--- src/rtl/chan_scan_mux_pkg.sv ---
// Shared types and helpers for the chan_scan_mux debug-tap selector.
package chan_scan_mux_pkg;

    localparam logic MODE_MAN  = 1'b0;
    localparam logic MODE_SCAN = 1'b1;
    localparam int   MAX_NCH   = 64;

    typedef enum logic {ST_MAN, ST_SCAN} ptr_state_t;

    // Next enabled channel strictly above cur, wrapping; returns cur when nothing else is enabled.
    function automatic int next_enabled(input int cur, input logic [MAX_NCH-1:0] mask, input int nch);
        int   res;
        logic found;
        res   = cur;
        found = 1'b0;
        for (int i = 1; i <= MAX_NCH; i++) begin
            int idx;
            idx = cur + i;
            if (idx >= nch) idx = idx - nch;
            if (!found && i <= nch && mask[idx]) begin
                res   = idx;
                found = 1'b1;
            end
        end
        return res;
    endfunction

endpackage

--- src/rtl/chan_scan_ptr.sv ---
// Channel pointer FSM: manual load, dwell-counted scan advance, range error pulse.
module chan_scan_ptr
    import chan_scan_mux_pkg::*;
#(
    parameter int NCH   = 16,
    parameter int DWELL = 4,
    parameter int SELW  = $clog2(NCH)
) (
    input  logic            clk,
    input  logic            rst_n,
    input  logic            mode,
    input  logic            sel_ld,
    input  logic [SELW-1:0] sel_in,
    input  logic            xfer,
    input  logic [NCH-1:0]  mask,
    output logic [SELW-1:0] ptr,
    output logic            sel_err
);

    localparam int DW = (DWELL > 1) ? $clog2(DWELL) : 1;
    localparam logic [DW-1:0] DLAST = DW'(DWELL - 1);

    ptr_state_t           state_q, state_d;
    logic [DW-1:0]        dwell_q, dwell_d;
    logic [SELW-1:0]      ptr_d, ptr_adv;
    logic                 err_d, in_range;
    logic [MAX_NCH-1:0]   mask_ext;

    assign mask_ext = MAX_NCH'(mask);
    assign ptr_adv  = SELW'(next_enabled(int'(ptr), mask_ext, NCH));
    assign in_range = {1'b0, sel_in} < (SELW+1)'(NCH);

    // A manual load outranks the scan advance and restarts the dwell window.
    always_comb begin
        state_d = (mode == MODE_SCAN) ? ST_SCAN : ST_MAN;
        ptr_d   = ptr;
        dwell_d = dwell_q;
        err_d   = 1'b0;
        if (sel_ld) begin
            dwell_d = '0;
            if (in_range) ptr_d = sel_in;
            else          err_d = 1'b1;
        end else if (state_d == ST_SCAN) begin
            if (state_q == ST_MAN) begin
                dwell_d = '0;
            end else if (xfer) begin
                if (dwell_q == DLAST) begin
                    dwell_d = '0;
                    ptr_d   = ptr_adv;
                end else begin
                    dwell_d = DW'(dwell_q + 1'b1);
                end
            end
        end
    end

    always_ff @(posedge clk or negedge rst_n) begin
        if (!rst_n) begin
            state_q <= ST_MAN;
            dwell_q <= '0;
            ptr     <= '0;
            sel_err <= 1'b0;
        end else begin
            state_q <= state_d;
            dwell_q <= dwell_d;
            ptr     <= ptr_d;
            sel_err <= err_d;
        end
    end

endmodule

--- src/rtl/chan_scan_mux.sv ---
// N-channel selector with registered valid/ready output and manual/scan pointer.
// Optional CHAN_SCAN_MUX_MASK_EN adds ch_mask to skip disabled channels while scanning.
module chan_scan_mux
    import chan_scan_mux_pkg::*;
#(
    parameter int WIDTH = 32,
    parameter int NCH   = 16,
    parameter int SELW  = $clog2(NCH),
    parameter int DWELL = 4
) (
    input  logic                 clk,
    input  logic                 rst_n,
    input  logic                 mode,
    input  logic                 sel_ld,
    input  logic [SELW-1:0]      sel_in,
    input  logic [NCH*WIDTH-1:0] din,
`ifdef CHAN_SCAN_MUX_MASK_EN
    input  logic [NCH-1:0]       ch_mask,
`endif
    output logic                 o_valid,
    input  logic                 o_ready,
    output logic [WIDTH-1:0]     o_data,
    output logic [SELW-1:0]      o_sel,
    output logic                 sel_err
);

    logic [WIDTH-1:0] ch [NCH];
    logic [NCH-1:0]   mask;
    logic [SELW-1:0]  ptr;
    logic             run_q, xfer, load;

    for (genvar k = 0; k < NCH; k++) begin : g_ch
        assign ch[k] = din[k*WIDTH +: WIDTH];
    end

`ifdef CHAN_SCAN_MUX_MASK_EN
    assign mask = ch_mask;
`else
    assign mask = '1;
`endif

    assign xfer = o_valid && o_ready;
    // run_q delays the first load so valid data appears on the second edge after reset.
    assign load = run_q && (!o_valid || o_ready);

    chan_scan_ptr #(.NCH(NCH), .DWELL(DWELL), .SELW(SELW)) u_ptr (
        .clk     (clk),
        .rst_n   (rst_n),
        .mode    (mode),
        .sel_ld  (sel_ld),
        .sel_in  (sel_in),
        .xfer    (xfer),
        .mask    (mask),
        .ptr     (ptr),
        .sel_err (sel_err)
    );

    always_ff @(posedge clk or negedge rst_n) begin
        if (!rst_n) begin
            run_q   <= 1'b0;
            o_valid <= 1'b0;
            o_data  <= '0;
            o_sel   <= '0;
        end else begin
            run_q <= 1'b1;
            if (load) begin
                o_valid <= 1'b1;
                o_data  <= ch[ptr];
                o_sel   <= ptr;
            end
        end
    end

endmodule

--- config.mk ---
export PLATFORM = sky130hd
export DESIGN_NAME = chan_scan_mux
export DESIGN_NICKNAME = d
export VERILOG_FILES = /design/src/rtl/chan_scan_mux_pkg.sv /design/src/rtl/chan_scan_ptr.sv /design/src/rtl/chan_scan_mux.sv
export SDC_FILE = /design/constraint.sdc
export NUM_CORES = 1
export LEC_CHECK = 0
export ABC_AREA = 1
export CAP_MARGIN = 25
export CORE_AREA = 3 3 216 218
export CTS_CLUSTER_DIAMETER = 100
export DETAILED_ROUTE_END_ITERATION = 7
export DIE_AREA = 0 0 219 221
export HOLD_SLACK_MARGIN = 0.03
export PLACE_DENSITY = 0.57
export RECOVER_POWER = 100
export REMOVE_ABC_BUFFERS = 1
export SLEW_MARGIN = 30
export SYNTH_ARGS = -nofsm -noshare
export SYNTH_HDL_FRONTEND = slang
export SYNTH_HIERARCHICAL = 1
export SYNTH_SLANG_ARGS = --single-unit
--- constraint.sdc ---
create_clock -name clk -period 8.4 [get_ports clk]
set_clock_uncertainty 0.15 [all_clocks]
set_input_delay 1.68 -clock clk [delete_from_list [all_inputs] [get_ports clk]]
set_output_delay 1.68 -clock clk [all_outputs]
set_load 0.01 [all_outputs]
# Word level (Yosys, flattened, before mapping)
# Memory sizes are Yosys's and may differ from the RTL's.
# Cells that the tools add are included.
# word_totals
ff_bits	45
rom_bits	1024
input_bits	521
out_inout_bits	38
memories	16
# op_classes
add_sub_neg	33
n_lt_le_gt_ge	33
eq_ne	2
muxes	93
bitwise	1
reduce_logical	41
# memory_table
name	depth	width	rd	rd_clocked_by_memory_dff	write_ports	line_no	source
(name not given)	64	1	1	0	0	chan_scan_mux_pkg.sv:20	if (!found && i <= nch && mask[idx]) begin
(name not given)	64	1	1	0	0	chan_scan_mux_pkg.sv:20	
(name not given)	64	1	1	0	0	chan_scan_mux_pkg.sv:20	
(name not given)	64	1	1	0	0	chan_scan_mux_pkg.sv:20	
(name not given)	64	1	1	0	0	chan_scan_mux_pkg.sv:20	
(name not given)	64	1	1	0	0	chan_scan_mux_pkg.sv:20	
+10 memories	n/a	n/a	n/a	n/a	n/a	n/a	
# ops
cell	count
32-bit two-way mux	18
32-bit by 6-bit greater-or-equal comparator with 1-bit output, second input constant	16
32-bit by 8-bit less-than comparator with 1-bit output, second input constant	16
32-bit by 6-bit subtractor with 32-bit output, second input constant	16
32-bit binary-select mux with 4-bit select	1
4-bit two-way mux	21
1-bit two-way mux	48
4-bit by 4-bit adder with 5-bit output, second input constant	8
4-bit by 3-bit adder with 5-bit output, second input constant	4
1-bit logical AND	17
17-bit nonzero test	1
1-bit zero test	16
4-bit by 2-bit adder with 5-bit output, second input constant	2
2-bit two-way mux	5
2-bit nonzero test	4
4-bit by 5-bit adder with 6-bit output, second input constant	1
4-bit by 1-bit adder with 5-bit output, second input constant	1
5-bit greater-or-equal comparator, second input constant	1
4-bit inverter with 5-bit output	1
5-bit AND reduction	1
3-bit by 2-bit != test with 1-bit output, second input constant	1
2-bit by 1-bit adder with 2-bit output, second input constant	1
2-bit == test, second input constant	1
2-bit AND reduction	1
1-bit logical OR	1

# Logic depth before layout (Yosys ltp)
# logic_depth
ltp_word	57
depth_mapped	30
ltp_nobuf	29

# By module
# Netlist, hierarchy kept.
# by_module_without_submodules
mod	n_inst	cells_each	area_each_um2	seq_area_each_um2
chan_scan_mux	1	1282	6333.6	950.9
chan_scan_ptr	1	417	2284.7	175.2

# Worst setup path before layout
# No wires, ideal clock.
# synth_path
kind	flip-flop to flip-flop
startpoint	reg u_ptr.ptr[0]
endpoint	reg u_ptr.ptr[1]
t_arrival_ns	3.049
slack_ns	5.080
stages_incl_launch_ff	22
path_buffers	2
period_less_slack_ns	3.320
cell_sequence	dfrtp_1 inv_2 buf_6 ha_1 inv_1 buf_2 nand3_1 nand3_1 nand3_1 nand3_2 nand4_4 nor2_4 nand4_4 nor2_8 nand4_4 nor2_8 nand3_2 nand3_1 and2_4 nand3_1 nand2_1 o21ai_1
# synth_via
elab_chain_cells	57
elab_cells_between_ends	180
cone_classes	add/sub: 32; order compare: 16; mux: 84; reduce/logical: 32; memory: 16
# synth_rtl
element	line_no	source
from (decl)	chan_scan_ptr.sv:16	output logic [SELW-1:0] ptr,
from (signal assigned)	chan_scan_ptr.sv:66	ptr <= ptr_d;
4-bit by 1-bit adder with 5-bit output	chan_scan_mux_pkg.sv:18	idx = cur + i;
32-bit by 6-bit subtractor with 32-bit output / 32-bit by 6-bit greater-or-equal comparator with 1-bit output (equally long branches)	chan_scan_mux_pkg.sv:19	if (idx >= nch) idx = idx - nch;
32-bit two-way mux	chan_scan_mux_pkg.sv:19	
memory 64 x 1 bit	n/a	
1-bit two-way mux (not written as such) (2 in series)	chan_scan_mux_pkg.sv:20	
1-bit two-way mux	chan_scan_mux_pkg.sv:20	
1-bit zero test	chan_scan_mux_pkg.sv:20	
1-bit logical AND	chan_scan_mux_pkg.sv:20	
[40 not listed]	n/a	
1-bit zero test	chan_scan_mux_pkg.sv:20	
1-bit logical AND	chan_scan_mux_pkg.sv:20	
4-bit two-way mux	chan_scan_mux_pkg.sv:20	
4-bit two-way mux	chan_scan_ptr.sv:47	if (dwell_q == DLAST) begin
4-bit two-way mux	chan_scan_ptr.sv:46	end else if (xfer) begin
4-bit two-way mux	chan_scan_ptr.sv:44	if (state_q == ST_MAN) begin
4-bit two-way mux	chan_scan_ptr.sv:43	end else if (state_d == ST_SCAN) begin
4-bit two-way mux	chan_scan_ptr.sv:39	if (sel_ld) begin
# Several ways; a longest one is shown, not always the timed one. The select of a mux whose other input is x is not followed.
# A chain may end at the register's enable or synchronous reset.

# Final worst setup path
# layout_path
startpoint	in o_ready
endpoint	reg o_sel[3]
# layout_via
elab_chain_cells	2
# layout_rtl
element	line_no	source
from (decl)	chan_scan_mux.sv:21	input logic o_ready,
1-bit logical OR	chan_scan_mux.sv:44	assign load = run_q && (!o_valid || o_ready);
1-bit logical AND	chan_scan_mux.sv:44	
to (signal assigned)	chan_scan_mux.sv:69	o_sel <= ptr;
to (decl)	chan_scan_mux.sv:23	output logic [SELW-1:0] o_sel,
# Every way passes these cells.

==> impl_metrics.ini <==
[sta]
tightest_slew_ns = 3.125
fmax_ghz = 0.1720
slew_headroom_pct = -108.3
setup_ws_ns = 2.585
min_period_ns = 5.815
period_share_pct = 69.23
slew_violations = 89
rsz0062_at_grt = no
hold_violations = 0
setup_tns_ns = 0
setup_viol = 0

[outcome]
status = finished with violations
violations = capacitance limit, slew limit

[place]
place.detailed.hpwl_um = 38890
pre_cts_ws_ns = 3.708
portBuffers = 557
place_inst = 2782
placed_area_sq_um = 14580
gp_congestion = 0.8862

[clock_tree]
cts_buffers = 5
cts_tree = built
clockBufferDepth = 2
cts_setup_buffers = 0
cts_num_sinks = 45
cts_hold_repair.buffers = 0
cts-resized-gates = 0
cts_max_level = 2
root_buffer = clkbuf_16
clkLatencyLatePin_ns = 0.31
clkTransAtPathRegs_ns = 0.07

[drt]
dr.pass1.iters = 5
drt-vias-per-instance = 4.632
wl_per_cell_um = 18.32
vias = 12956
ant_nets = 0
drt_iter0_drc = 812
drc = 0
totalWireLength_um = 51250

[global_routing]
grt_pass1_vias = 13032
antenna_found_initial = 9
grt-ovfl-total = 0
grt_pass1_wl_um = 76720
grt_max_degree = 173
grt_usage_pct = 20.31

[floorplan]
core-area_sq_um = 45090
io_pins = 559
die-width_um = 219
dieHeight_um = 221
row_count = 78
start_util_pct = 19.11
dieArea_sq_um = 48400

[setup_path]
reg2reg_to = u_ptr/ptr[0]$_DFFE_PN0P_
max_stage_delay_ns = 1.72
start_kind = primary input
critPathBufInv = 3
timing.rr.start = u_ptr/ptr[0]$_DFFE_PN0P_
required_ns = 8.39
crit_top_cell = nor2_1
cp_top_family = buffers and inverters
crit_fanout = 42
setup.worst_path.end_class = register
reg2reg_slack_ns = 2.99
cp-startpoint = o_ready
slowest_stage = clkbuf_1
path_cells = dlygate4sd3_1, o21ai_4, clkbuf_1, inv_1, nor2_1, nor2_1
cp.depth = 6
criticalPathCategory = in2reg
reg2reg_depth = 19
crit_arrival_ns = 5.81
crit_end = o_sel[3]$_DFFE_PN0P_

[flow_run]
drv_cap = 2

[pwr]
p_per_area_nw_per_um2 = 322.9
leakagePower_nw = 6.844
ir_worst_vdd_uv = 193.8

[logic_synthesis]
ys_ff_latch = 45
syn_avg_cell_area_sq_um = 5.073
synth_area_sq_um = 8618
synth.yosys.seq_area_share_pct = 13.07
synthTopCellsByArea = nand2_1 37%, nand3_1 23%, dfrtp_1 13%, o211ai_1 3.5%, nor2_1 3.2%
synth_edf_count = 0
synth_cell_type_count = 37
yosysWarnings = 6
synthArstFlopShare_pct = 100.0
yosysTopAreaCellShare_pct = 36.59
syn_inst = 1699
synth_ff_type = dfrtp_1
yosys.area.top_type = nand2_1

[cells_and_area]
n_fill_cell = 5018
final_common_cell = nand2_1
final_cells = 2797
drive_gt1_share_pct = 2.968
fin_area_sq_um = 14750
final_cell_mix = 840 x nand2_1, 517 x clkdlybuf4s50_1, 393 x nand3_1, 74 x nor2_1, 47 x inv_1
syn2layout_area_growth_pct = 71.14
nNetsFinal = 2721

[min_path]
hold_depth = 2
hold_class = reg2reg
[sequential cells by signal, summed over array words and instances, names as in the netlist]
register,count
u_ptr/dwell_q,2
run_q,1
o_sel,4
u_ptr/state_q,1
o_data,32
u_ptr/ptr,4
o_valid,1
[through the flow]
step           hold slack (ns)  utilization (%)  power [W]
6_report                0.3283            32.71   0.004763
5_1_grt                 0.3522            32.71   0.005321
4_1_cts                 0.3401            32.71   0.004848
3_5_place_dp            0.3140            32.33   0.004559
3_3_place_gp            0.3119            32.33   0.004551
2_1_floorplan           0.3486                -   0.003207
[cells by family after synthesis]
group	after synthesis	share of synthesized area, %
DFF	45	13.07
and+or+nand+nor	1343	66.42
muxes	1	0.1161
adders and majority gates	11	1.597
AOI/OAI and AO/OA	111	7.840
other	2	0.08714
buffers and inverters	180	9.959
xor gates and xnor gates	6	0.9148
[how the worst min path moves through the flow]
stage / from / end / slack, ns
final: o_data[5]$_DFFE_PN0P_ / o_data[5]$_DFFE_PN0P_ / 0.33
after global routing: o_data[0]$_DFFE_PN0P_ / o_data[0]$_DFFE_PN0P_ / 0.35
after CTS: o_data[19]$_DFFE_PN0P_ / o_data[19]$_DFFE_PN0P_ / 0.34
after detailed placement: o_data[15]$_DFFE_PN0P_ / o_data[15]$_DFFE_PN0P_ / 0.31
after global placement: o_data[28]$_DFFE_PN0P_ / o_data[28]$_DFFE_PN0P_ / 0.31
after floorplan: u_ptr/dwell_q[1]$_DFFE_PN0P_ / u_ptr/dwell_q[1]$_DFFE_PN0P_ / 0.35
[synthesized netlist by cell type (2+ instances only)]
master    instances
inv_2             9
nor2_1           73
buf_4            15
buf_2            37
buf_6            10
nand2_1         840
ha_1             11
inv_1            48
inv_4             2
a21oi_1           6
o21a_1            5
o211ai_1         40
dfrtp_1          45
xor2_1            3
nand4_4           3
buf_1            12
nand2_4           2
conb_1            2
clkbuf_1         47
nand3_2           2
nand2_2          12
o21ai_1          12
nor2_8            2
o21ai_0          46
nand4_1          11
nand3_1         392
or2_2             2
[final cells by class]
cell class / instances / area (sq um) / area share, %
multi-input cells: 1506 / 6753 / 45.78
clock buffers: 7 / 142.6 / 0.9671
flip-flops and latches: 45 / 1139 / 7.720
clock inverters: 1 / 30.03 / 0.2036
inverters: 59 / 241.5 / 1.637
diodes: 7 / 17.52 / 0.1188
well taps: 600 / 750.7 / 5.090
repair buffers: 572 / 5675 / 38.48
[where the power goes]
part	internal (W)	switching, W
clock network	0.000150	0.000107
logic	0.00136	0.00267
registers	0.000309	0.000168
[routing by layer]
metal	global-route usage, %	share of wire [%]
met1	24.63	40
met2	35.47	49
met3	3.570	7.7
met4	7.840	3.3
met5	0	0.051
[worst register-to-register path: cells and delay by family, from the launching register on]
family / cells / cell delay [ns]
buf+inv: 2 / 0.99
compound gates: 1 / 0.05
fa+ha+maj: 1 / 0.64
simple gates: 15 / 2.48
flops: 1 / 0.94
No activity file was read; power rests on OpenSTA's default activity.
